$ cat config.mk
export PLATFORM = sky130hd
export DESIGN_NAME = seq_div
export DESIGN_NICKNAME = d
export VERILOG_FILES = /design/src/rtl/seq_div_pkg.sv /design/src/rtl/seq_div_step.sv /design/src/rtl/seq_div.sv
export SDC_FILE = /design/constraint.sdc
export NUM_CORES = 1
export LEC_CHECK = 0
export CAP_MARGIN = 20
export CELL_PAD_IN_SITES_DETAIL_PLACEMENT = 1
export CELL_PAD_IN_SITES_GLOBAL_PLACEMENT = 2
export CORE_AREA = 2 2 69 71
export CTS_BUF_LIST = sky130_fd_sc_hd__clkbuf_16
export DETAILED_ROUTE_END_ITERATION = 16
export DIE_AREA = 0 0 71 73
export GPL_ROUTABILITY_DRIVEN = 0
export PLACE_DENSITY = 0.8
export SLEW_MARGIN = 20
export SYNTH_ARGS = -nofsm -noshare
export SYNTH_HDL_FRONTEND = slang
export SYNTH_HIERARCHICAL = 1
export SYNTH_SLANG_ARGS = --single-unit
$ cat constraint.sdc
create_clock -name clk -period 2 [get_ports clk]
set_input_delay 0.4 -clock clk [delete_from_list [all_inputs] [get_ports clk]]
set_output_delay 0.4 -clock clk [all_outputs]
set_load 0.05 [all_outputs]
$ cat src/rtl/seq_div_pkg.sv
// Shared types and sizing for the sequential restoring divider.
package seq_div_pkg;

  localparam int unsigned SEQ_DIV_N = 4;

  typedef enum logic {
    IDLE = 1'b0,
    RUN  = 1'b1
  } state_e;

  // Iteration counter width; N >= 2 keeps this at least one bit.
  function automatic int unsigned cnt_width(input int unsigned n);
    return (n < 2) ? 1 : $clog2(n);
  endfunction

endpackage

$ cat src/rtl/seq_div_step.sv
// One combinational restoring-division step: shift in a quotient bit, trial-subtract, restore on borrow.
module seq_div_step
  import seq_div_pkg::*;
#(
  parameter int unsigned N = SEQ_DIV_N
) (
  input  logic [N:0]   r_i,
  input  logic         q_msb_i,
  input  logic [N-1:0] divisor_i,
  output logic [N:0]   r_nxt_c_o,
  output logic         q_bit_c_o
);

  logic [N:0]   trial;
  logic [N+1:0] diff;
  logic         unused_r_msb;

  // R[N] is zero for legal operands; it only exists to hold the pre-shift width.
  assign unused_r_msb = r_i[N];

  always_comb begin
    trial     = {r_i[N-1:0], q_msb_i};
    diff      = {1'b0, trial} - {2'b00, divisor_i};
    q_bit_c_o = ~diff[N+1];
    r_nxt_c_o = diff[N+1] ? trial : diff[N:0];
  end

endmodule

$ cat src/rtl/seq_div.sv
// Sequential 2N/N restoring divider with start/busy/done handshake, one quotient bit per clock.
// Optional SEQ_DIV_OVF_EN: detect quotient overflow (incl. divide-by-zero) at accept and finish in one cycle.
module seq_div
  import seq_div_pkg::*;
#(
  parameter int unsigned N = SEQ_DIV_N
) (
  input  logic           clk,
  input  logic           reset,
  input  logic           start_i,
  input  logic [2*N-1:0] dividend_i,
  input  logic [N-1:0]   divisor_i,
  output logic           busy_o,
  output logic           done_o,
  output logic [N-1:0]   quot_o,
  output logic [N-1:0]   rem_o,
  output logic           ovf_o
);

  localparam int unsigned      CW       = cnt_width(N);
  localparam logic [CW-1:0]    CNT_LAST = CW'(N - 1);

  state_e        state_q, state_d;
  logic [CW-1:0] cnt_q, cnt_d;
  logic [N:0]    r_q, r_d;
  logic [N-1:0]  q_q, q_d;
  logic [N-1:0]  dvs_q, dvs_d;
  logic          busy_q, busy_d;
  logic          done_q, done_d;
  logic [N-1:0]  quot_q, quot_d;
  logic [N-1:0]  rem_q, rem_d;

  logic [N:0]    step_r;
  logic          step_qbit;

`ifdef SEQ_DIV_OVF_EN
  logic ovf_q, ovf_d;
  logic ovf_pend_q, ovf_pend_d;
  assign ovf_o = ovf_q;
`else
  assign ovf_o = 1'b0;
`endif

  seq_div_step #(.N(N)) u_step (
    .r_i       (r_q),
    .q_msb_i   (q_q[N-1]),
    .divisor_i (dvs_q),
    .r_nxt_c_o (step_r),
    .q_bit_c_o (step_qbit)
  );

  // Next-state and result logic.
  always_comb begin
    state_d = state_q;
    cnt_d   = cnt_q;
    r_d     = r_q;
    q_d     = q_q;
    dvs_d   = dvs_q;
    busy_d  = busy_q;
    done_d  = 1'b0;
    quot_d  = quot_q;
    rem_d   = rem_q;
`ifdef SEQ_DIV_OVF_EN
    ovf_d      = ovf_q;
    ovf_pend_d = ovf_pend_q;
`endif
    case (state_q)
      IDLE: begin
        if (start_i) begin
          r_d     = {1'b0, dividend_i[2*N-1:N]};
          q_d     = dividend_i[N-1:0];
          dvs_d   = divisor_i;
          cnt_d   = '0;
          state_d = RUN;
          busy_d  = 1'b1;
`ifdef SEQ_DIV_OVF_EN
          ovf_pend_d = (dividend_i[2*N-1:N] >= divisor_i);
`endif
        end
      end
      RUN: begin
        r_d   = step_r;
        q_d   = {q_q[N-2:0], step_qbit};
        cnt_d = cnt_q + CW'(1);
        if (cnt_q == CNT_LAST) begin
          state_d = IDLE;
          busy_d  = 1'b0;
          done_d  = 1'b1;
          quot_d  = {q_q[N-2:0], step_qbit};
          rem_d   = step_r[N-1:0];
`ifdef SEQ_DIV_OVF_EN
          ovf_d   = 1'b0;
`endif
        end
`ifdef SEQ_DIV_OVF_EN
        // Overflow short-circuits the iterations: saturated quotient, zero remainder.
        if (ovf_pend_q) begin
          state_d    = IDLE;
          busy_d     = 1'b0;
          done_d     = 1'b1;
          quot_d     = {N{1'b1}};
          rem_d      = '0;
          ovf_d      = 1'b1;
          ovf_pend_d = 1'b0;
        end
`endif
      end
      default: state_d = IDLE;
    endcase
  end

  always_ff @(posedge clk) begin
    if (reset) begin
      state_q <= IDLE;
      cnt_q   <= '0;
      r_q     <= '0;
      q_q     <= '0;
      dvs_q   <= '0;
      busy_q  <= 1'b0;
      done_q  <= 1'b0;
      quot_q  <= '0;
      rem_q   <= '0;
`ifdef SEQ_DIV_OVF_EN
      ovf_q      <= 1'b0;
      ovf_pend_q <= 1'b0;
`endif
    end else begin
      state_q <= state_d;
      cnt_q   <= cnt_d;
      r_q     <= r_d;
      q_q     <= q_d;
      dvs_q   <= dvs_d;
      busy_q  <= busy_d;
      done_q  <= done_d;
      quot_q  <= quot_d;
      rem_q   <= rem_d;
`ifdef SEQ_DIV_OVF_EN
      ovf_q      <= ovf_d;
      ovf_pend_q <= ovf_pend_d;
`endif
    end
  end

  assign busy_o = busy_q;
  assign done_o = done_q;
  assign quot_o = quot_q;
  assign rem_o  = rem_q;

endmodule

# ---- Word level (Yosys, flattened, before mapping)
# Cells that the tools add are included.
dict set report word_totals {
  elab_cells 34
  ff_bits 25
  input_bits 15
  output_inout_bits 11
}
dict set report classes {
  n_eq_ne 3
  reduce_logical 4
  n_mux 14
  n_bitwise 2
  addsub 2
}
# operator count
set op_table {}
lappend op_table {{one-hot mux 4 bit (2 select lines)} 2}
lappend op_table {{two-way mux 4 bit} 3}
lappend op_table {{AND reduction 2 bit} 3}
lappend op_table {{subtractor 5 x 4 -> 6 bit} 1}
lappend op_table {{two-way mux 1 bit} 5}
lappend op_table {{one-hot mux 1 bit (2 select lines)} 2}
lappend op_table {{one-hot mux 2 bit (2 select lines)} 1}
lappend op_table {{adder 2 x 1 -> 2 bit, second input constant} 1}
lappend op_table {{equality test 2 bit, second input constant} 1}
lappend op_table {{two-way mux 2 bit} 1}
lappend op_table {{!= test 2 x 1 -> 1 bit, second input constant} 1}
lappend op_table {{!= test 2 bit, second input constant} 1}
lappend op_table {{inverter 1 bit} 2}
lappend op_table {{OR reduction 2 bit} 1}

# ---- Logic depth before layout (Yosys ltp)
# Gate-level depths: netlist of run 1.
dict set report logic_depth {
  ltp_word 3
  depth_mapped 8
  mapped_depth_nobuf 8
}

# ---- Cells and area by module
# The synthesis of run 1 kept the hierarchy.
# mod n_inst cells_each seq_area_each_um2 area_each_um2
set modules_own_cells {}
lappend modules_own_cells {seq_div 1 111 520.5 1086.0}
lappend modules_own_cells {seq_div_step 1 28 0.0 235.2}

# ---- Worst setup path before layout of run 1
# No wires, ideal clock.
dict set report synth_timing {
  kind {register to register}
  startpoint {register dvs_q[1]}
  endpoint {register r_q[1]}
  path_stages_with_launch 9
  path_slack_ns 0.225
  setup_ns 0.117
  synth_period_minus_slack_ns 1.775
  arrival_time_ns 1.658
  path_buffers 0
  t_required_ns 1.883
  cell_sequence {dfxtp_1 > inv_1 > ha_1 > nor2b_1 > o31a_1 > nand2b_4 > mux2_4 > mux2i_1 > nor2_1}
}
dict set report synth_between {
  elab_chain_cells 3
}
# element line
set synth_lines {}
lappend synth_lines {{start, declared} seq_div.sv:27} ;# logic [N-1:0] dvs_q, dvs_d;
lappend synth_lines {{start signal, assigned} seq_div.sv:132} ;# dvs_q <= dvs_d;
lappend synth_lines {{subtractor 5 x 4 -> 6 bit} seq_div_step.sv:23} ;# diff = {1'b0, trial} - {2'b00, divisor_i};
lappend synth_lines {{two-way mux 4 bit} seq_div_step.sv:25} ;# r_nxt_c_o = diff[N+1] ? trial : diff[N:0];
lappend synth_lines {{named net step_r[1]} seq_div.sv:33} ;# logic [N:0] step_r;
lappend synth_lines {{one-hot mux 4 bit (2 select lines)} seq_div.sv:67} ;# case (state_q)
lappend synth_lines {{end signal, assigned} seq_div.sv:130} ;# r_q <= r_d;
lappend synth_lines {{end, declared} seq_div.sv:25} ;# logic [N:0] r_q, r_d;
# The timed path passes the listed nets, and every way through them passes these cells.
# A chain may end at the register's enable or synchronous reset.

# ---- Worst setup path after layout of run 1
# Ends and elaborated chain as after synthesis.

==> qor_table.md, run 1 <==
| Quantity | Value |
| --- | --- |
| Max rail drop VDD | 0.289 mV |
| Sum of routed wire length over all layers | 2800 um |
| Worst setup SP type | flop |
| Port buffer count | 24 |
| Count of placed standard cells in the final layout, fillers left out | 207 |
| Std-Cell Rows | 25 |
| Maximum fanout encountered on the critical timing path | 5 |
| Root Buffer Master | clkbuf_16 |
| DPL Wire Length | 2130 um |
| Sum of negative setup slack | 0 ns |
| First-pass GRT wire length | 4550 um |
| Post-detailed-route DRC marker count | 0 |
| Critical path required time | 2.14 ns |
| Routed wire length per instance | 13.5 um |
| Final worst path period need | 1.87 ns |
| Final std cell area, no fill | 1620 um2 |
| R2r setup slk | 0.13 ns |
| Path type of the worst min-delay path | flop to flop |
| Max Clock Skew | 0.00448 ns |
| Placeable core region | 4540 um2 |
| Reg2reg start | dvs_q[1] |
| # nets final | 176 |
| Status | finished clean |
| Total CTS buffers | 3 |
| Antenna violations before repair | 0 |
| Htree depth | 1 |
| Maximum clock frequency | 0.534 GHz |
| Number of gates resized after CTS | 0 |
| Total track usage | 0.114 |
| Overall via count from detail_route | 932 |
| Starting utilization of the core area | 0.278 |
| Number of detailed-routing iterations run before antenna repair | 2 |
| CP endpoint | r_q[1] |
| Area of combinational cells with multiple inputs | 677 um2 |
| Net Count, Synth | 152 |
| Sum of overflow across all layers after global routing | 0 |
| ANT nets after route | 0 |
| Pwr dens | 787 nW/um2 |
| Full die area | 5180 um2 |
| Horizontal die dimension | 71 um |
| Post-Syn Area | 1260 um2 |
| R2r endpoint | r_q[1] |
| Number of hold buffers added after cts | 0 |
| Crit path launch | dvs_q[1] |
| Area after DPL | 1530 um2 |
| Area growth syn-to-layout | 28.5% |
| Number of global-route vias before repair | 997 |
| Leakage power | 0.644 nW |
| Final clock period utilization by the worst path | 0.936 |
| Number of violations reported at the end of detailed-routing iteration 0 | 35 |
| Setup Buffers After CTS | 0 |
| Post-Place Cells | 203 |
| Sort of element at the end of the critical path | flop |
| Clk sink count | 25 |
| Number of placed I/O pins | 26 |
| TritonCTS clock tree | done |
| Unrepaired setup endpoints after global routing | no |
| Area occupied by registers | 502 um2 |
| Ant diodes | 0 |
| Layout fillers | 522 |
| Register-to-Register Path Depth | 8 |
| Clk_lat worst skew | 0.26 ns |
| Number of max-capacitance violations reported | 0 |
| Type of the worst setup path | flop to flop |
| Maximum number of pins on one net before global-route repair | 26 |
| Fraction of final layout cells sized beyond drive strength 1 | 0.144 |
| Clock transition at the registers of the reported paths | 0.07 ns |
| Vertical die dimension | 73 um |
| Post-synthesis area per instance | 9.68 um2 |
| Yosys warning total | 6 |
| Number of buffers on the longest clock path | 2 |
| Number of hold violations in the final report | 0 |
| Arrival time at the worst endpoint | 2.01 ns |
| Number of instances in the synthesized netlist | 130 |
| Count of final setup violators | 0 |
| Drt via density | 4.50 |
| Power Total | 1.27 mW |
| Final Max Slew Viols | 0 |
## worst max-delay path: stages, from the launching register on
cell and delay (ns):
dfxtp_2 0.32, inv_1 0.06, ha_1 0.28, nor2b_1 0.15, o31a_1 0.25, nand2b_4 0.18
mux2_4 0.32, mux2i_1 0.13, nor2_1 0.06
## area by class of cell
type | instances | area share
Clock inverter | 1 | 0.00464
Sequential cell | 25 | 0.310
Tap cell | 54 | 0.0418
Inverter | 5 | 0.0116
Multi-Input combinational cell | 91 | 0.418
Timing Repair Buffer | 28 | 0.167
Clock buffer | 3 | 0.0464
## metrics by stage
step | setup slack, ns | util | hold slack (ns)
2_1_floorplan | 0.243 | - | 0.444
5_1_grt | 0.00462 | 0.357 | 0.487
4_1_cts | 0.105 | 0.356 | 0.457
3_5_place_dp | 0.110 | 0.338 | 0.447
3_3_place_gp | 0.189 | 0.338 | 0.444
6_report | 0.128 | 0.357 | 0.453
## how the worst min path moves through the flow
stage	slack, ns	to	from	depth (start not counted)
6_report	0.45	quot_o[1]	quot_o[1]	2
5_1_grt	0.49	rem_o[3]	rem_o[3]	2
4_1_cts	0.46	quot_o[1]	quot_o[1]	2
3_5_place_dp	0.45	quot_o[1]	quot_o[1]	2
3_3_place_gp	0.44	quot_o[3]	quot_o[3]	2
2_1_floorplan	0.44	quot_o[1]	q_q[0]	2
## placed cells by master (no fill, tap or decap)
| cell type | count |
|---|---|
| nor2b_1 | 2 |
| nor3_1 | 2 |
| mux2i_1 | 14 |
| buf_4 | 4 |
| mux2_4 | 9 |
| and2_1 | 1 |
| xor2_1 | 1 |
| nor3_2 | 1 |
| dfxtp_2 | 1 |
| inv_1 | 5 |
| nor2_1 | 17 |
| nand2_1 | 18 |
| o31a_1 | 1 |
| nand2b_4 | 1 |
| conb_1 | 1 |
| clkinvlp_4 | 1 |
| o21a_1 | 2 |
| nor4_1 | 1 |
| nor3b_1 | 1 |
| a21oi_1 | 10 |
| clkdlybuf4s50_1 | 24 |
| ha_1 | 6 |
| nor2_4 | 1 |
| clkbuf_16 | 3 |
| fa_1 | 1 |
| mux2_2 | 1 |
| dfxtp_1 | 24 |
## per-layer routing
metal | wire [um] | GRT usage | vias up
met2 | 1480 | 0.212 | 14
met5 | 0 | 0 | -
li1 | - | - | 471
met4 | 31 | 0.0440 | 0
met3 | 93 | 0.0262 | 4
met1 | 1190 | 0.127 | 443
## where the power goes
| group | total [mW] | internal, mW | switching, mW |
|---|---|---|---|
| clock network | 0.449 | 0.271 | 0.178 |
| registers | 0.550 | 0.525 | 0.0253 |
| logic | 0.273 | 0.151 | 0.122 |
## sequential cells by signal (all words and copies together), names as in the netlist
name and cells:
r_q 4, state_q 1, done_o 1, busy_o 1
quot_o 4, rem_o 4, cnt_q 2, dvs_q 4
q_q 4
(Power assumes the default switching activity.)
==> run 2, diff against run 1 <==
CORE_AREA = 2 2 82 60   (was 2 2 69 71)
DIE_AREA = 0 0 84 62   (was 0 0 71 73)
HOLD_SLACK_MARGIN = 0.06   (was not set)
==> qor_table.md, run 2 (synthesis results as in run 1) <==
| Quantity | Value | vs previous |
| --- | --- | --- |
| CP endpoint | r_q[1] |  |
| Overall via count from detail_route | 956 | +2.6% |
| Number of violations reported at the end of detailed-routing iteration 0 | 17 | -51% |
| Maximum fanout encountered on the critical timing path | 5 | unchanged |
| Layout fillers | 527 | +0.96% |
| Number of global-route vias before repair | 972 | -2.5% |
| Number of hold buffers added after cts | 0 | unchanged |
| R2r endpoint | r_q[1] |  |
| Sum of overflow across all layers after global routing | 0 | unchanged |
| TritonCTS clock tree | done |  |
| Starting utilization of the core area | 0.277 | -0.000611 |
| Maximum clock frequency | 0.529 GHz | -0.93% |
| Type of the worst setup path | flop to flop |  |
| Sum of routed wire length over all layers | 2910 um | +4.0% |
| Horizontal die dimension | 84 um | +18% |
| Sort of element at the end of the critical path | flop |  |
| Clk_lat worst skew | 0.26 ns | about the same |
| Placeable core region | 4550 um2 | +0.22% |
| ANT nets after route | 0 | unchanged |
| R2r setup slk | 0.11 ns | -0.02 ns |
| Number of hold violations in the final report | 0 | unchanged |
| Combinational group share of total power | 0.213 | -0.002 |
| Fraction of final layout cells sized beyond drive strength 1 | 0.149 | +0.00556 |
| DPL Wire Length | 2110 um | -0.92% |
| Total CTS buffers | 3 | unchanged |
| Pwr dens | 789 nW/um2 | +0.32% |
| Full die area | 5210 um2 | +0.48% |
| Area growth syn-to-layout | 29.4% |  |
| Clock transition at the registers of the reported paths | 0.07 ns | about the same |
| Portion of total power attributed to sequential cells | 0.429 | -0.003 |
| Reg2reg start | dvs_q[1] |  |
| # nets final | 177 | +0.57% |
| Maximum number of pins on one net before global-route repair | 26 | unchanged |
| Total track usage | 0.121 | +0.00683 |
| Arrival time at the worst endpoint | 2.03 ns | +0.02 ns |
| GR met3 Demand/Resource | 0.0343 | +0.00810 |
| Power Total | 1.29 mW | +1.0% |
| Count of final setup violators | 0 | unchanged |
| Unrepaired setup endpoints after global routing | no |  |
| Routed wire length per instance | 13.8 um | +2.0% |
| Met2 layer usage reported by global route | 0.230 | +0.0179 |
| Sum of negative setup slack | 0 ns | unchanged |
| Worst setup SP type | flop |  |
| Switch Pwr | 337 uW | +3.4% |
| Layer with the highest usage after global routing | met2 |  |
| Vertical die dimension | 62 um | -15% |
| Path type of the worst min-delay path | flop to flop |  |
| Std-Cell Rows | 21 | -16% |
| Final worst path period need | 1.89 ns | +0.0177 ns |
| Number of max-capacitance violations reported | 0 | unchanged |
| Clock group share of total power | 0.358 | +0.005 |
| First-pass GRT wire length | 4770 um | +4.8% |
| Internal portion of total power | 950 uW | +0.20% |
| Root Buffer Master | clkbuf_16 |  |
| Met1 routing resource usage after global routing | 0.138 | +0.0117 |
| Critical path required time | 2.14 ns | about the same |
| Crit path launch | dvs_q[1] |  |
| Port buffer count | 24 | unchanged |
| Clk sink count | 25 | unchanged |
| Max Clock Skew | 0.00513 ns | +0.000648 ns |
| Antenna violations before repair | 0 | unchanged |
| Number of detailed-routing iterations run before antenna repair | 3 | +1 |
| Final Max Slew Viols | 0 | unchanged |
| Switching part of the total | 0.262 | +0.00602 |
| Max rail drop VDD | 0.270 mV | -6.9% |
| Register-to-Register Path Depth | 8 | unchanged |
| Setup Buffers After CTS | 0 | unchanged |
| Highest-count cells in the layout ignoring fill and taps | 24 x dfxtp_1, 24 x clkdlybuf4s50_1, 18 x nand2_1 |  |
| Status | finished clean |  |
| Drt via density | 4.53 | +0.63% |
| Leakage power | 0.649 nW | +0.75% |
| Post-detailed-route DRC marker count | 0 | unchanged |
| Number of gates resized after CTS | 0 | unchanged |
| Final clock period utilization by the worst path | 0.945 | +0.00883 |
| Number of buffers on the longest clock path | 2 | unchanged |
| Ant diodes | 0 | unchanged |
| Number of placed I/O pins | 26 | unchanged |
| Htree depth | 1 | unchanged |
==> run 2: cell types whose count changed in the layout (fill, tap and decap cells not counted), sizes merged <==
cell,delta
buf,+1
==> run 2: area by class of cell <==
| type | count | area, um2 | share of cell area |
|---|---|---|---|
| Clock buffer | 3 | 75.1 | 0.0461 |
| Clock inverter | 1 | 7.51 | 0.00461 |
| Inverter | 5 | 18.8 | 0.0115 |
| Multi-Input combinational cell | 91 | 677 | 0.416 |
| Sequential cell | 25 | 502 | 0.308 |
| Tap cell | 57 | 71.3 | 0.0438 |
| Timing Repair Buffer | 29 | 278 | 0.171 |
==> run 2: worst min-delay path by stage <==
stage	startpoint	endpoint	slack, ns	cells past startpoint
after floorplan	q_q[0]	quot_o[1]	0.44	2
after global placement	quot_o[3]	quot_o[3]	0.44	2
after detailed placement	rem_o[3]	rem_o[3]	0.45	2
after CTS	rem_o[2]	rem_o[2]	0.47	2
after global routing	rem_o[2]	rem_o[2]	0.49	2
final	rem_o[2]	rem_o[2]	0.46	2
==> run 2: power groups by stage <==
stage	sequential [mW]	clock [mW]	combinational (mW)
2_1_floorplan	0.558	0	0.209
3_3_place_gp	0.560	0	0.264
3_5_place_dp	0.563	0	0.273
4_1_cts	0.552	0.476	0.278
5_1_grt	0.557	0.490	0.301
6_report	0.551	0.460	0.274
==> run 2: stage by stage <==
| stage | util | area, um2 | hold WS [ns] | setup slack (ns) | cells |
|---|---|---|---|---|---|
| after floorplan | - | 1260 | 0.444 | 0.243 | 130 |
| after global placement | 0.340 | 1550 | 0.443 | 0.185 | 207 |
| after detailed placement | 0.340 | 1550 | 0.454 | 0.105 | 207 |
| after CTS | 0.358 | 1630 | 0.468 | 0.0698 | 211 |
| after global routing | 0.358 | 1630 | 0.487 | 0.00761 | 211 |
| final | 0.358 | 1630 | 0.464 | 0.110 | 211 |
==> run 2: worst max-delay path: stages, from the launching register on <==
cell and delay (ns):
dfxtp_2 0.33, inv_1 0.07, ha_1 0.29, nor2b_1 0.14
o31a_1 0.25, nand2b_4 0.18, mux2_4 0.32, mux2i_1 0.14
nor2_1 0.05
==> run 2: per-layer routing <==
layer | part of all wire | wire, um | vias up
li1 | - | - | 474
met1 | 0.45 | 1310 | 460
met2 | 0.50 | 1460 | 18
met3 | 0.041 | 120 | 4
met4 | 0.010 | 29 | 0
met5 | 0 | 0 | -
==> run 3, diff against run 2 <==
GPL_ROUTABILITY_DRIVEN = not set   (was 0)
SETUP_SLACK_MARGIN = 0.02   (was not set)
==> qor_table.md, run 3 (synthesis results as in run 1) <==
| Quantity | Value | vs previous |
| --- | --- | --- |
| Max rail drop VDD | 0.270 mV | about the same |
| Clk_lat worst skew | 0.26 ns | about the same |
| Overall via count from detail_route | 959 | +0.31% |
| Sum of negative setup slack | 0 ns | unchanged |
| Maximum clock frequency | 0.532 GHz | +0.48% |
| Sequence of cells on the critical path | inv_1, ha_1, nor2b_1, o31a_1, nand2b_4, mux2_4, mux2i_1, nor2_1 |  |
| Largest stage delay on the critical path | 0.33 ns | about the same |
| Number of buffers on the longest clock path | 2 | unchanged |
| Maximum fanout encountered on the critical timing path | 4 | -1 |
| Ant diodes | 0 | unchanged |
| # nets final | 178 | +0.56% |
| Critical path required time | 2.14 ns | about the same |
| ANT nets after route | 0 | unchanged |
| Maximum number of pins on one net before global-route repair | 26 | unchanged |
| Arrival time at the worst endpoint | 2.02 ns | about the same |
| Number of detailed-routing iterations run before antenna repair | 3 | unchanged |
| Htree depth | 1 | unchanged |
| Power Total | 1.30 mW | +0.81% |
| Count of final setup violators | 0 | unchanged |
| Horizontal die dimension | 84 um | unchanged |
| Std-Cell Rows | 21 | unchanged |
| Sum of routed wire length over all layers | 2920 um | +0.24% |
| Fraction of final layout cells sized beyond drive strength 1 | 0.161 | +0.0119 |
| Antenna violations before repair | 0 | unchanged |
| Max Clock Skew | 0.00525 ns | +0.000117 ns |
| Routed wire length per instance | 13.8 um | -0.23% |
| Critical Path Slowest Stage Cell | dfxtp_2 |  |
| Status | finished clean |  |
| Path type of the worst min-delay path | flop to flop |  |
| Number of violations reported at the end of detailed-routing iteration 0 | 17 | unchanged |
| Worst setup SP type | flop |  |
| Clock transition at the registers of the reported paths | 0.07 ns | about the same |
| Total track usage | 0.121 | unchanged |
| Routability Congestion | 0.730 |  |
| Drt via density | 4.52 | -0.16% |
| Final clock period utilization by the worst path | 0.940 | -0.00452 |
| Sort of element at the end of the critical path | flop |  |
| Starting utilization of the core area | 0.277 | unchanged |
| Highest-count cells in the layout ignoring fill and taps | 24 x clkdlybuf4s50_1, 23 x dfxtp_1, 18 x nand2_1 |  |
| Total CTS buffers | 3 | unchanged |
| Clk sink count | 25 | unchanged |
| Type of the worst setup path | flop to flop |  |
| Post-detailed-route DRC marker count | 0 | unchanged |
| Port buffer count | 24 | unchanged |
| Sum of overflow across all layers after global routing | 0 | unchanged |
| Most common cell after layout, fill and taps aside | clkdlybuf4s50_1 |  |
| Reg2reg start | dvs_q[1] |  |
| Worst Hold Launch | rem_o[2] |  |
| Area growth syn-to-layout | 30.1% |  |
| Root Buffer Master | clkbuf_16 |  |
| DPL Wire Length | 2110 um | unchanged |
| Met1 wire length | 1300 um | -0.15% |
| First-pass GRT wire length | 4770 um | unchanged |
| Final Max Slew Viols | 0 | unchanged |
| Crit path launch | dvs_q[1] |  |
| Placeable core region | 4550 um2 | unchanged |
| Post-route core utilization | 0.360 | +0.00193 |
| Pwr dens | 792 nW/um2 | +0.27% |
| TritonCTS clock tree | done |  |
| Detailed route wirelength on metal3 | 120 um | unchanged |
| Layout fillers | 528 | +0.19% |
| Met2 Wirelength | 1460 um | +0.62% |
| Number of hold violations in the final report | 0 | unchanged |
| Number of global-route vias before repair | 972 | unchanged |
| Final worst path period need | 1.88 ns | -0.00903 ns |
| Number of placed I/O pins | 26 | unchanged |
| Unrepaired setup endpoints after global routing | no |  |
| Vertical die dimension | 62 um | unchanged |
| Full die area | 5210 um2 | unchanged |
| Top layer in use | met4 |  |
| Number of hold buffers added after cts | 0 | unchanged |
| Number of max-capacitance violations reported | 0 | unchanged |
| Leakage power | 0.654 nW | +0.78% |
-- run 3: layer usage --
| metal | vias to the layer above | GRT usage |
|---|---|---|
| li1 | 476 | - |
| met1 | 461 | 0.138 |
| met2 | 18 | 0.230 |
| met3 | 4 | 0.0343 |
| met4 | 0 | 0.0346 |
| met5 | - | 0 |
-- run 3: stage by stage --
stage	setup slack (ns)	instance area [um2]	std cells	hold WS, ns
after floorplan	0.243	1260	130	0.444
after CTS	0.0698	1630	211	0.468
after global routing	0.0235	1640	212	0.487
final	0.119	1640	212	0.464
after detailed placement	0.105	1550	207	0.454
after global placement	0.185	1550	207	0.443
-- run 3: final timing paths --
path | slack (ns) | cells after the start | to
hold reg to reg | 0.46 | 2 | rem_o[2]
setup reg to reg | 0.12 | 8 | r_q[1]
hold / removal | 0.46 | 2 | rem_o[2]
setup / recovery | 0.12 | 8 | r_q[1]
-- run 3: final cells by class --
cell class / instances / area (um2) / area share
Multi-Input combinational cell: 91 / 677 / 0.413
Clock inverter: 1 / 7.51 / 0.00458
Tap cell: 57 / 71.3 / 0.0435
Inverter: 5 / 18.8 / 0.0115
Clock buffer: 3 / 75.1 / 0.0458
Timing Repair Buffer: 30 / 285 / 0.174
Sequential cell: 25 / 503 / 0.307
-- run 3: where the power goes --
part / total [mW] / leakage (nW) / switching [mW] / internal [mW]
Combinational: 0.284 / 0.412 / 0.123 / 0.161
Sequential: 0.552 / 0.205 / 0.0266 / 0.525
Clock: 0.461 / 0.0371 / 0.189 / 0.272
-- run 3: timing repair --
item                       4_1_cts  5_1_grt
resized for setup                0        2
setup buffers                    0        1
setup endpoints to repair        0        2
-- run 3: worst max-delay path, delay by kind of cell, from the launching register on --
family	cells	cell delay, ns
simple gates	3	0.36
fa+ha+maj	1	0.29
buf+inv	1	0.07
flops	1	0.33
mux	2	0.45
compound gates	1	0.25
